### src/rtl/mkio_transmitter.sv
// MIL-STD-1553 word transmitter: 3-bit-time sync, 16 data bits MSB-first and odd parity,
// Manchester II encoded with a one-word holding register. Optional fail-safe: MKIO_TX_FAILSAFE_EN.
module mkio_transmitter #(
    parameter int unsigned HALF_BIT  = 8,
    parameter int unsigned MAX_WORDS = 33
) (
    input  logic        clk,
    input  logic        reset,
    input  logic        tx_ready,
    input  logic [15:0] tx_data,
    input  logic        tx_cd,
    output logic        tx_busy,
    output logic        tx_done,
    output logic        tx_ovf,
    output logic        tx_fail,
    output logic        tx_p,
    output logic        tx_n
);

    typedef enum logic [0:0] {StIdle, StSend} state_e;

    localparam logic [7:0] HcntLast = 8'(HALF_BIT - 1);
    localparam logic [5:0] HbLast   = 6'd39;

    state_e      state;
    logic [16:0] shift_word;
    logic [16:0] hold_word;
    logic        hold_full;
    logic [5:0]  hb;
    logic [7:0]  hcnt;
    logic        fail;

    logic [16:0] new_word;
    logic        half_end;
    logic        limit_hit;
    logic        next_lvl;
    logic        new_lvl0;
    logic        hold_lvl0;

    // Line level for half-bit h of word w = {cd, data}; a 1 is sent high-then-low.
    function automatic logic line_level(input logic [16:0] w, input logic [5:0] h);
        logic [5:0] d;
        logic [3:0] idx;
        logic       b;
        d   = h - 6'd6;
        idx = 4'd15 - d[4:1];
        if (h < 6'd3) begin
            b = ~w[16];
        end else if (h < 6'd6) begin
            b = w[16];
        end else if (h < 6'd38) begin
            b = h[0] ? ~w[idx] : w[idx];
        end else begin
            b = h[0] ? ^w[15:0] : ~^w[15:0];
        end
        return b;
    endfunction

    assign new_word  = {tx_cd, tx_data};
    assign half_end  = (hcnt == HcntLast);
    assign next_lvl  = line_level(shift_word, hb + 6'd1);
    assign new_lvl0  = line_level(new_word, 6'd0);
    assign hold_lvl0 = line_level(hold_word, 6'd0);

`ifdef MKIO_TX_FAILSAFE_EN
    localparam int unsigned CntW = $clog2(MAX_WORDS + 1);
    logic [CntW-1:0] word_cnt;
    assign limit_hit = (word_cnt == CntW'(MAX_WORDS));
`else
    assign limit_hit = 1'b0;
`endif

    always_ff @(posedge clk) begin
        if (reset) begin
            state      <= StIdle;
            shift_word <= '0;
            hold_word  <= '0;
            hold_full  <= 1'b0;
            hb         <= '0;
            hcnt       <= '0;
            tx_p       <= 1'b0;
            tx_n       <= 1'b0;
            tx_done    <= 1'b0;
            tx_ovf     <= 1'b0;
            fail       <= 1'b0;
`ifdef MKIO_TX_FAILSAFE_EN
            word_cnt   <= '0;
`endif
        end else begin
            tx_done <= 1'b0;
            tx_ovf  <= 1'b0;
            unique case (state)
                StIdle: begin
                    tx_p <= 1'b0;
                    tx_n <= 1'b0;
`ifdef MKIO_TX_FAILSAFE_EN
                    word_cnt <= '0;
`endif
                    if (tx_ready) begin
                        if (fail) begin
                            tx_ovf <= 1'b1;
                        end else begin
                            state      <= StSend;
                            shift_word <= new_word;
                            hb         <= '0;
                            hcnt       <= '0;
                            tx_p       <= new_lvl0;
                            tx_n       <= ~new_lvl0;
`ifdef MKIO_TX_FAILSAFE_EN
                            word_cnt   <= CntW'(1);
`endif
                        end
                    end
                end
                StSend: begin
                    hcnt <= half_end ? 8'd0 : hcnt + 8'd1;
                    if (half_end && hb == HbLast) begin
                        tx_done <= 1'b1;
                        hb      <= '0;
                        if ((hold_full || tx_ready) && limit_hit) begin
                            // Fail-safe trip: drop everything and latch the fault.
                            state     <= StIdle;
                            hold_full <= 1'b0;
                            fail      <= 1'b1;
                            tx_p      <= 1'b0;
                            tx_n      <= 1'b0;
                            tx_ovf    <= tx_ready;
                        end else if (hold_full) begin
                            shift_word <= hold_word;
                            tx_p       <= hold_lvl0;
                            tx_n       <= ~hold_lvl0;
                            hold_full  <= tx_ready;
                            if (tx_ready) begin
                                hold_word <= new_word;
                            end
`ifdef MKIO_TX_FAILSAFE_EN
                            word_cnt <= word_cnt + 1'b1;
`endif
                        end else if (tx_ready) begin
                            // Strobe on the final clock chains straight on with no gap.
                            shift_word <= new_word;
                            tx_p       <= new_lvl0;
                            tx_n       <= ~new_lvl0;
`ifdef MKIO_TX_FAILSAFE_EN
                            word_cnt <= word_cnt + 1'b1;
`endif
                        end else begin
                            state <= StIdle;
                            tx_p  <= 1'b0;
                            tx_n  <= 1'b0;
                        end
                    end else begin
                        if (half_end) begin
                            hb   <= hb + 6'd1;
                            tx_p <= next_lvl;
                            tx_n <= ~next_lvl;
                        end
                        if (tx_ready) begin
                            if (hold_full) begin
                                tx_ovf <= 1'b1;
                            end else begin
                                hold_word <= new_word;
                                hold_full <= 1'b1;
                            end
                        end
                    end
                end
                default: state <= StIdle;
            endcase
        end
    end

    assign tx_busy = (state == StSend) | hold_full;
    assign tx_fail = fail;

endmodule

### config.mk
export PLATFORM = sky130hd
export DESIGN_NAME = mkio_transmitter
export DESIGN_NICKNAME = d
export VERILOG_FILES = /design/src/rtl/mkio_transmitter.sv
export SDC_FILE = /design/constraint.sdc
export NUM_CORES = 1
export LEC_CHECK = 0
export ABC_AREA = 0
export CAP_MARGIN = 20
export CORE_MARGIN = 2
export CORE_UTILIZATION = 50
export DETAILED_ROUTE_END_ITERATION = 10
export GPL_ROUTABILITY_DRIVEN = 1
export HOLD_SLACK_MARGIN = 0.05
export PLACE_DENSITY = 0.66
export SYNTH_ARGS = -nofsm -noshare
export SYNTH_HDL_FRONTEND = slang
export SYNTH_SLANG_ARGS = --single-unit
### constraint.sdc
create_clock -name clk -period 7 [get_ports clk]
set_clock_uncertainty 0.05 [all_clocks]
set_input_delay 1.05 -clock clk [delete_from_list [all_inputs] [get_ports clk]]
set_output_delay 1.05 -clock clk [all_outputs]
set_load 0.02 [all_outputs]
# Word-level counts from Yosys, hierarchy flattened
# Cells that the tools add are included.
# Widths: inputs -> output; s select.
dict set report word_totals {
  ff_bits 54
  latch_bits 0
  ram_bits 0
  romBits 0
  input_bits 20
  elab_cells 87
  n_memories 0
}
dict set report op_classes {
  add_sub_neg 4
  n_mul 0
  n_div 0
  magnitude_cmp 4
  eq_ne 9
  shifts 0
  mux 44
  bitwise_logic 7
  reduce_logical 9
}
# op n
set ops {}
lappend ops {{$mux 17} 7}
lappend ops {{$pmux 17 s2} 1}
lappend ops {{$mux 1} 24}
lappend ops {{$mux 6} 3}
lappend ops {{$mux 8} 2}
lappend ops {{$pmux 8 s2} 1}
lappend ops {{$reduce_xnor 16->1} 1}
lappend ops {{$reduce_xor 16->1} 1}
lappend ops {{$pmux 6 s2} 1}
lappend ops {{$add 8x1->8 const B} 1}
lappend ops {{$eq 8x3->1 const B} 1}
lappend ops {{$pmux 1 s2} 4}
lappend ops {{$add 6x1->6 const B} 1}
lappend ops {{$eq 6x6->1 const B} 1}
lappend ops {{$lt 4x6->1 const B} 1}
lappend ops {{$lt 6x2->1 const B} 1}
lappend ops {{$lt 6x3->1 const B} 1}
lappend ops {{$lt 6x6->1 const B} 1}
lappend ops {{$ne 2x2->1 const B} 3}
lappend ops {{$not 1->1} 6}
lappend ops {{$reduce_and 5->1} 1}
lappend ops {{$sub 5x3->5 const B} 1}
lappend ops {{$bmux 1 s4} 1}
lappend ops {{$ne 2x1->1 const B} 2}
lappend ops {{9 further kinds} 10}

# Depth between registers and ports, before layout
dict set report logic_depth {
  word_depth 14
  mapped_depth 12
  mapped_depth_nobuf 10
}

# Worst setup path after synthesis
# Ideal clock, no wire load.
dict set report synth_timing {
  path_type {register to register}
  startpoint {register hb[0]}
  endpoint {register tx_p}
  setup_ns 0.074
  arrival_time_ns 2.752
  setup_slack_ns 4.124
  path_stages_with_launch 12
  period_less_slack_ns 2.876
  path_cell_list {dfxtp_1 -> clkbuf_1 -> inv_1 -> ha_1 -> clkbuf_1 -> inv_1 -> ha_1 -> mux4_2 -> mux2i_1 -> mux2_2 -> a21o_1 -> a31oi_1}
}
dict set report synth_via {
  elab_chain_cells 13
  word_cells_on_any_way 20
}
# item line_no
set synth_lines {}
lappend synth_lines {{start, declared} 29} ;# logic [5:0] hb;
lappend synth_lines {{start signal, assigned} 154} ;# hb <= hb + 6'd1;
lappend synth_lines {{$add 6x1->6} 61} ;# assign next_lvl = line_level(shift_word, hb + 6'd1);
lappend synth_lines {{$sub 5x3->5} 45} ;# d = h - 6'd6;
lappend synth_lines {{$sub 4x4->4} 46} ;# idx = 4'd15 - d[4:1];
lappend synth_lines {{$bmux 1 s4} 52} ;# b = h[0] ? ~w[idx] : w[idx];
lappend synth_lines {{$mux 1 (implied by the code)} 52}
lappend synth_lines {{$not 1->1} 52}
lappend synth_lines {{$mux 1} 52}
lappend synth_lines {{$mux 1} 51} ;# end else if (h < 6'd38) begin
lappend synth_lines {{$mux 1} 49} ;# end else if (h < 6'd6) begin
lappend synth_lines {{$mux 1} 47} ;# if (h < 6'd3) begin
lappend synth_lines {{$mux 1} 153} ;# if (half_end) begin
lappend synth_lines {{$mux 1} 117} ;# if (half_end && hb == HbLast) begin
lappend synth_lines {{$pmux 1 s2} 92} ;# unique case (state)
lappend synth_lines {{end signal, assigned} 107} ;# tx_p <= new_lvl0;
lappend synth_lines {{end signal, assigned} 130} ;# tx_p <= hold_lvl0;
lappend synth_lines {{end signal, assigned} 155} ;# tx_p <= next_lvl;
lappend synth_lines {{end, declared} 16} ;# output logic tx_p,
# Several ways; a longest one is shown, not always the timed one. The select of a mux whose other input is x is not followed.
# A chain may end at the register's enable or synchronous reset.

# Worst setup path in the final report
dict set report layout_timing {
  startpoint {register hold_full}
  endpoint {register shift_word[4]}
}
dict set report layout_via {
  elab_chain_cells 3
  word_cells_on_any_way 5
}
# item line_no
set layout_lines {}
lappend layout_lines {{start, declared} 28} ;# logic hold_full;
lappend layout_lines {{start signal, assigned} 132} ;# hold_full <= tx_ready;
lappend layout_lines {{$mux 17} 128} ;# end else if (hold_full) begin
lappend layout_lines {{$mux 17} 117}
lappend layout_lines {{$pmux 17 s2} 92}
lappend layout_lines {{end signal, assigned} 104} ;# shift_word <= new_word;
lappend layout_lines {{end signal, assigned} 129} ;# shift_word <= hold_word;
lappend layout_lines {{end signal, assigned} 141} ;# shift_word <= new_word;
lappend layout_lines {{end, declared} 26} ;# logic [16:0] shift_word;
# Several ways; a longest one is shown, not always the timed one. The select of a mux whose other input is x is not followed.

==> results.toml <==
[outcome]
status = "completed"

[die]
die-height_um = 83.6
design.core.area_mm2 = 0.00603
floorplan.rows = 28
fp.dieW_um = 83.6
dieArea_mm2 = 0.00699
ioPinCount = 26
floorplan.initialDensity_pct = 52.6

[power]
worst_ir_drop_vdd_v = 0.000108
leakage_dissipation_nw = 1.40
power_per_cell_area_mw_per_mm2 = 202

[finish]
area_growth_syn_to_layout_pct = 10.7
n_antenna_cell = 0
nets = 404
fillCellCount = 574
drive_gt1_share_pct = 11.0

[detailed_routing]
drt-vias-per-instance = 5.80
route.vias.total = 2644
drt-pass1-iter-count = 4
drt-initial-drc-count = 127
wl_um = 6970
route.detailed.wl_per_inst_um = 15.3
ant_nets = 0
drt_drc_violations_left = 0

[logic_synthesis]
synth-seq-cells = 54
yosysTopAreaCellShare_pct = 34.1
synth_warnings = 0
synth.area.top_cells = "sky130_fd_sc_hd__dfxtp_1 (34%), sky130_fd_sc_hd__nor2_1 (7.8%), sky130_fd_sc_hd__mux2i_1 (6.3%), sky130_fd_sc_hd__a311oi_2 (6.2%), sky130_fd_sc_hd__xnor2_1 (4.7%)"
ys_types = 56
synth.net_count = 399
postSynthAreaPerCell_um2 = 8.44
mappedNetlistArea_mm2 = 0.00317
yosysSeqAreaShare_pct = 34.1
synth-async-reset-ratio_pct = 0
synth_enable_flop_cells = 0
synth_flop_cell = "sky130_fd_sc_hd__dfxtp_1"
synth.largest_area_cell = "sky130_fd_sc_hd__dfxtp_1"
postSynthCellCount = 375

[cts]
clock_sink_count = 54
htree_levels = 2
clkLatencyLatePin_ns = 0.31
clock_tree.buffer_depth = 2
post_cts_resized = 0
worst_setup_hold_path_clk_slew_ns = 0.10
tritoncts = "done"
numCtsBuffers = 5
cts_root_buf = "sky130_fd_sc_hd__clkbuf_8"
ctsHoldBuffers = 0
post_cts_repair_setup_buffers = 0

[timing]
tns_ns = 0
rsz0062_at_grt = "false"
worst_slack_ns = 3.75
finalCritPeriodShare_pct = 46.4
setup_viol_count_final = 0
layout_min_cycle_time_ns = 3.25
worstMarginPinSlew_ns = 1.04
relSlewSlack_pct = 30.5
timing.fmax_mhz = 308
maxSlewViolCount = 0
finalHoldViolations = 0

[placed_design]
finalWeightedCongestion = 0.882
place_worst_setup_slack_ns = 3.74
numPortBuffers = 24
detailedPlacementHpwl_um = 4660

[grt]
globalRoute.totalOverflow = 0
vias_in_the_first_global_route = 2515
grt_pass1_wl_um = 11800
grt_util_all_layers_pct = 20.0
grt_start_max_net_pins = 55
grt_antenna_before_repair = 0

[critical_path]
crit_chain = "nand2_1 -> a21oi_4 -> nor2_1 -> a311oi_2"
worst-setup-path-type = "reg2reg"
reg2reg_slack_ns = 3.75
timing.critical_path.from_type = "flop"
crit_path_end_kind = "flop"
worst-endpoint-arrival_ns = 3.43
worstPathRequired_ns = 7.18
cp_slowest_cell = "sky130_fd_sc_hd__a21oi_4"
crit_fanout = 34
timing.critical_path.slowest_cell_delay_ns = 1.04

[min_path]
worst_hold_path_type = "reg2reg"

[run]
maximum_capacitance_violations = 0
-- path summary, 6_finish.rpt --
path,startpoint,to,depth (start not counted)
max reg2reg,hold_full,shift_word[4],4
min,hold_word[12],hold_word[12],2
min reg2reg,hold_word[12],hold_word[12],2
max,hold_full,shift_word[4],4
-- registers in the layout (all words and copies together) (netlist names), 6 cells and up --
signal,count
hold_word,17
shift_word,17
hcnt,8
hb,6
-- kinds of logic (layout without fill, tap and decap cells) --
group,Yosys count,after routing,share of synthesized area (%)
buffers and inverters,39,45,6.01
other,1,1,0.118
AO/OA/AOI/OAI,74,74,19.4
AND/OR/NAND/NOR,155,155,22.0
adder cells (fa/ha/maj),4,4,1.58
XOR/XNOR,23,23,7.23
multiplexers,25,25,9.52
flip-flops,54,54,34.1
-- layout by cell type (no fill, tap or decap), types with 5 or more instances in the layout --
| master | n |
|---|---|
| sky130_fd_sc_hd__mux2i_1 | 20 |
| sky130_fd_sc_hd__nand3_1 | 22 |
| sky130_fd_sc_hd__clkbuf_8 | 6 |
| sky130_fd_sc_hd__a22oi_1 | 5 |
| sky130_fd_sc_hd__a311oi_2 | 13 |
| sky130_fd_sc_hd__clkdlybuf4s50_1 | 23 |
| sky130_fd_sc_hd__nand2_1 | 33 |
| sky130_fd_sc_hd__a311oi_1 | 6 |
| sky130_fd_sc_hd__nor2_1 | 66 |
| sky130_fd_sc_hd__xnor2_1 | 17 |
| sky130_fd_sc_hd__dfxtp_1 | 54 |
| sky130_fd_sc_hd__o21ai_0 | 11 |
| sky130_fd_sc_hd__nor3_1 | 8 |
| sky130_fd_sc_hd__a21oi_1 | 16 |
| sky130_fd_sc_hd__inv_1 | 9 |
-- synthesized netlist by cell type (3+ instances only) --
library cell / n
sky130_fd_sc_hd__a21oi_1: 16
sky130_fd_sc_hd__a22oi_1: 5
sky130_fd_sc_hd__a311oi_1: 6
sky130_fd_sc_hd__a311oi_2: 13
sky130_fd_sc_hd__a31o_2: 3
sky130_fd_sc_hd__and3_1: 4
sky130_fd_sc_hd__buf_6: 3
sky130_fd_sc_hd__clkbuf_1: 19
sky130_fd_sc_hd__dfxtp_1: 54
sky130_fd_sc_hd__ha_1: 4
sky130_fd_sc_hd__inv_1: 9
sky130_fd_sc_hd__mux2i_1: 20
sky130_fd_sc_hd__mux4_2: 4
sky130_fd_sc_hd__nand2_1: 33
sky130_fd_sc_hd__nand3_1: 22
sky130_fd_sc_hd__nor2_1: 66
sky130_fd_sc_hd__nor2_2: 3
sky130_fd_sc_hd__nor3_1: 8
sky130_fd_sc_hd__o21ai_0: 11
sky130_fd_sc_hd__o31ai_1: 3
sky130_fd_sc_hd__or4_1: 3
sky130_fd_sc_hd__xnor2_1: 17
sky130_fd_sc_hd__xor2_1: 4
-- routing by layer --
layer | part of all wire [%] | up-vias | global-route usage, %
met5 | 0 | - | 0
met4 | 1.5 | 0 | 6.45
met3 | 3.4 | 10 | 3.56
li1 | - | 1344 | -
met1 | 51 | 1248 | 28.1
met2 | 44 | 42 | 31.1
-- power by group --
part	switching, mW	total [mW]	internal [mW]
Sequential	0.0162	0.339	0.323
Combinational	0.0736	0.143	0.0691
Clock	0.108	0.226	0.118
Total	0.198	0.707	0.510
-- final cells by class --
class	instances	area, um^2	share of cell area (%)
Clock buffer	6	82.6	2.35
Tap cell	75	93.8	2.68
Timing Repair Buffer	27	278	7.92
Sequential cell	54	1080	30.8
Clock inverter	2	38.8	1.11
Multi-Input combinational cell	282	1900	54.0
Inverter	10	37.5	1.07
-- worst max-delay path, delay by kind of cell, from the launching register on --
kind               cells  cell delay (ns)
DFF                    1             0.92
and+or+nand+nor        2             0.86
AOI/OAI and AO/OA      2             1.33
-- metrics by stage --
| step | instance area, um^2 | utilization, % | instances | total power [mW] | hold slack (ns) |
|---|---|---|---|---|---|
| 3_5_place_dp | 3360 | 55.7 | 447 | 0.486 | 0.437 |
| 2_1_floorplan | 3170 | - | 375 | 0.453 | 0.412 |
| 5_1_grt | 3510 | 58.2 | 456 | 0.745 | 0.493 |
| 6_report | 3510 | 58.2 | 456 | 0.707 | 0.456 |
| 4_1_cts | 3480 | 57.7 | 455 | 0.714 | 0.463 |
| 3_3_place_gp | 3360 | 55.7 | 447 | 0.484 | 0.427 |
No activity file was read; power rests on OpenSTA's default activity.
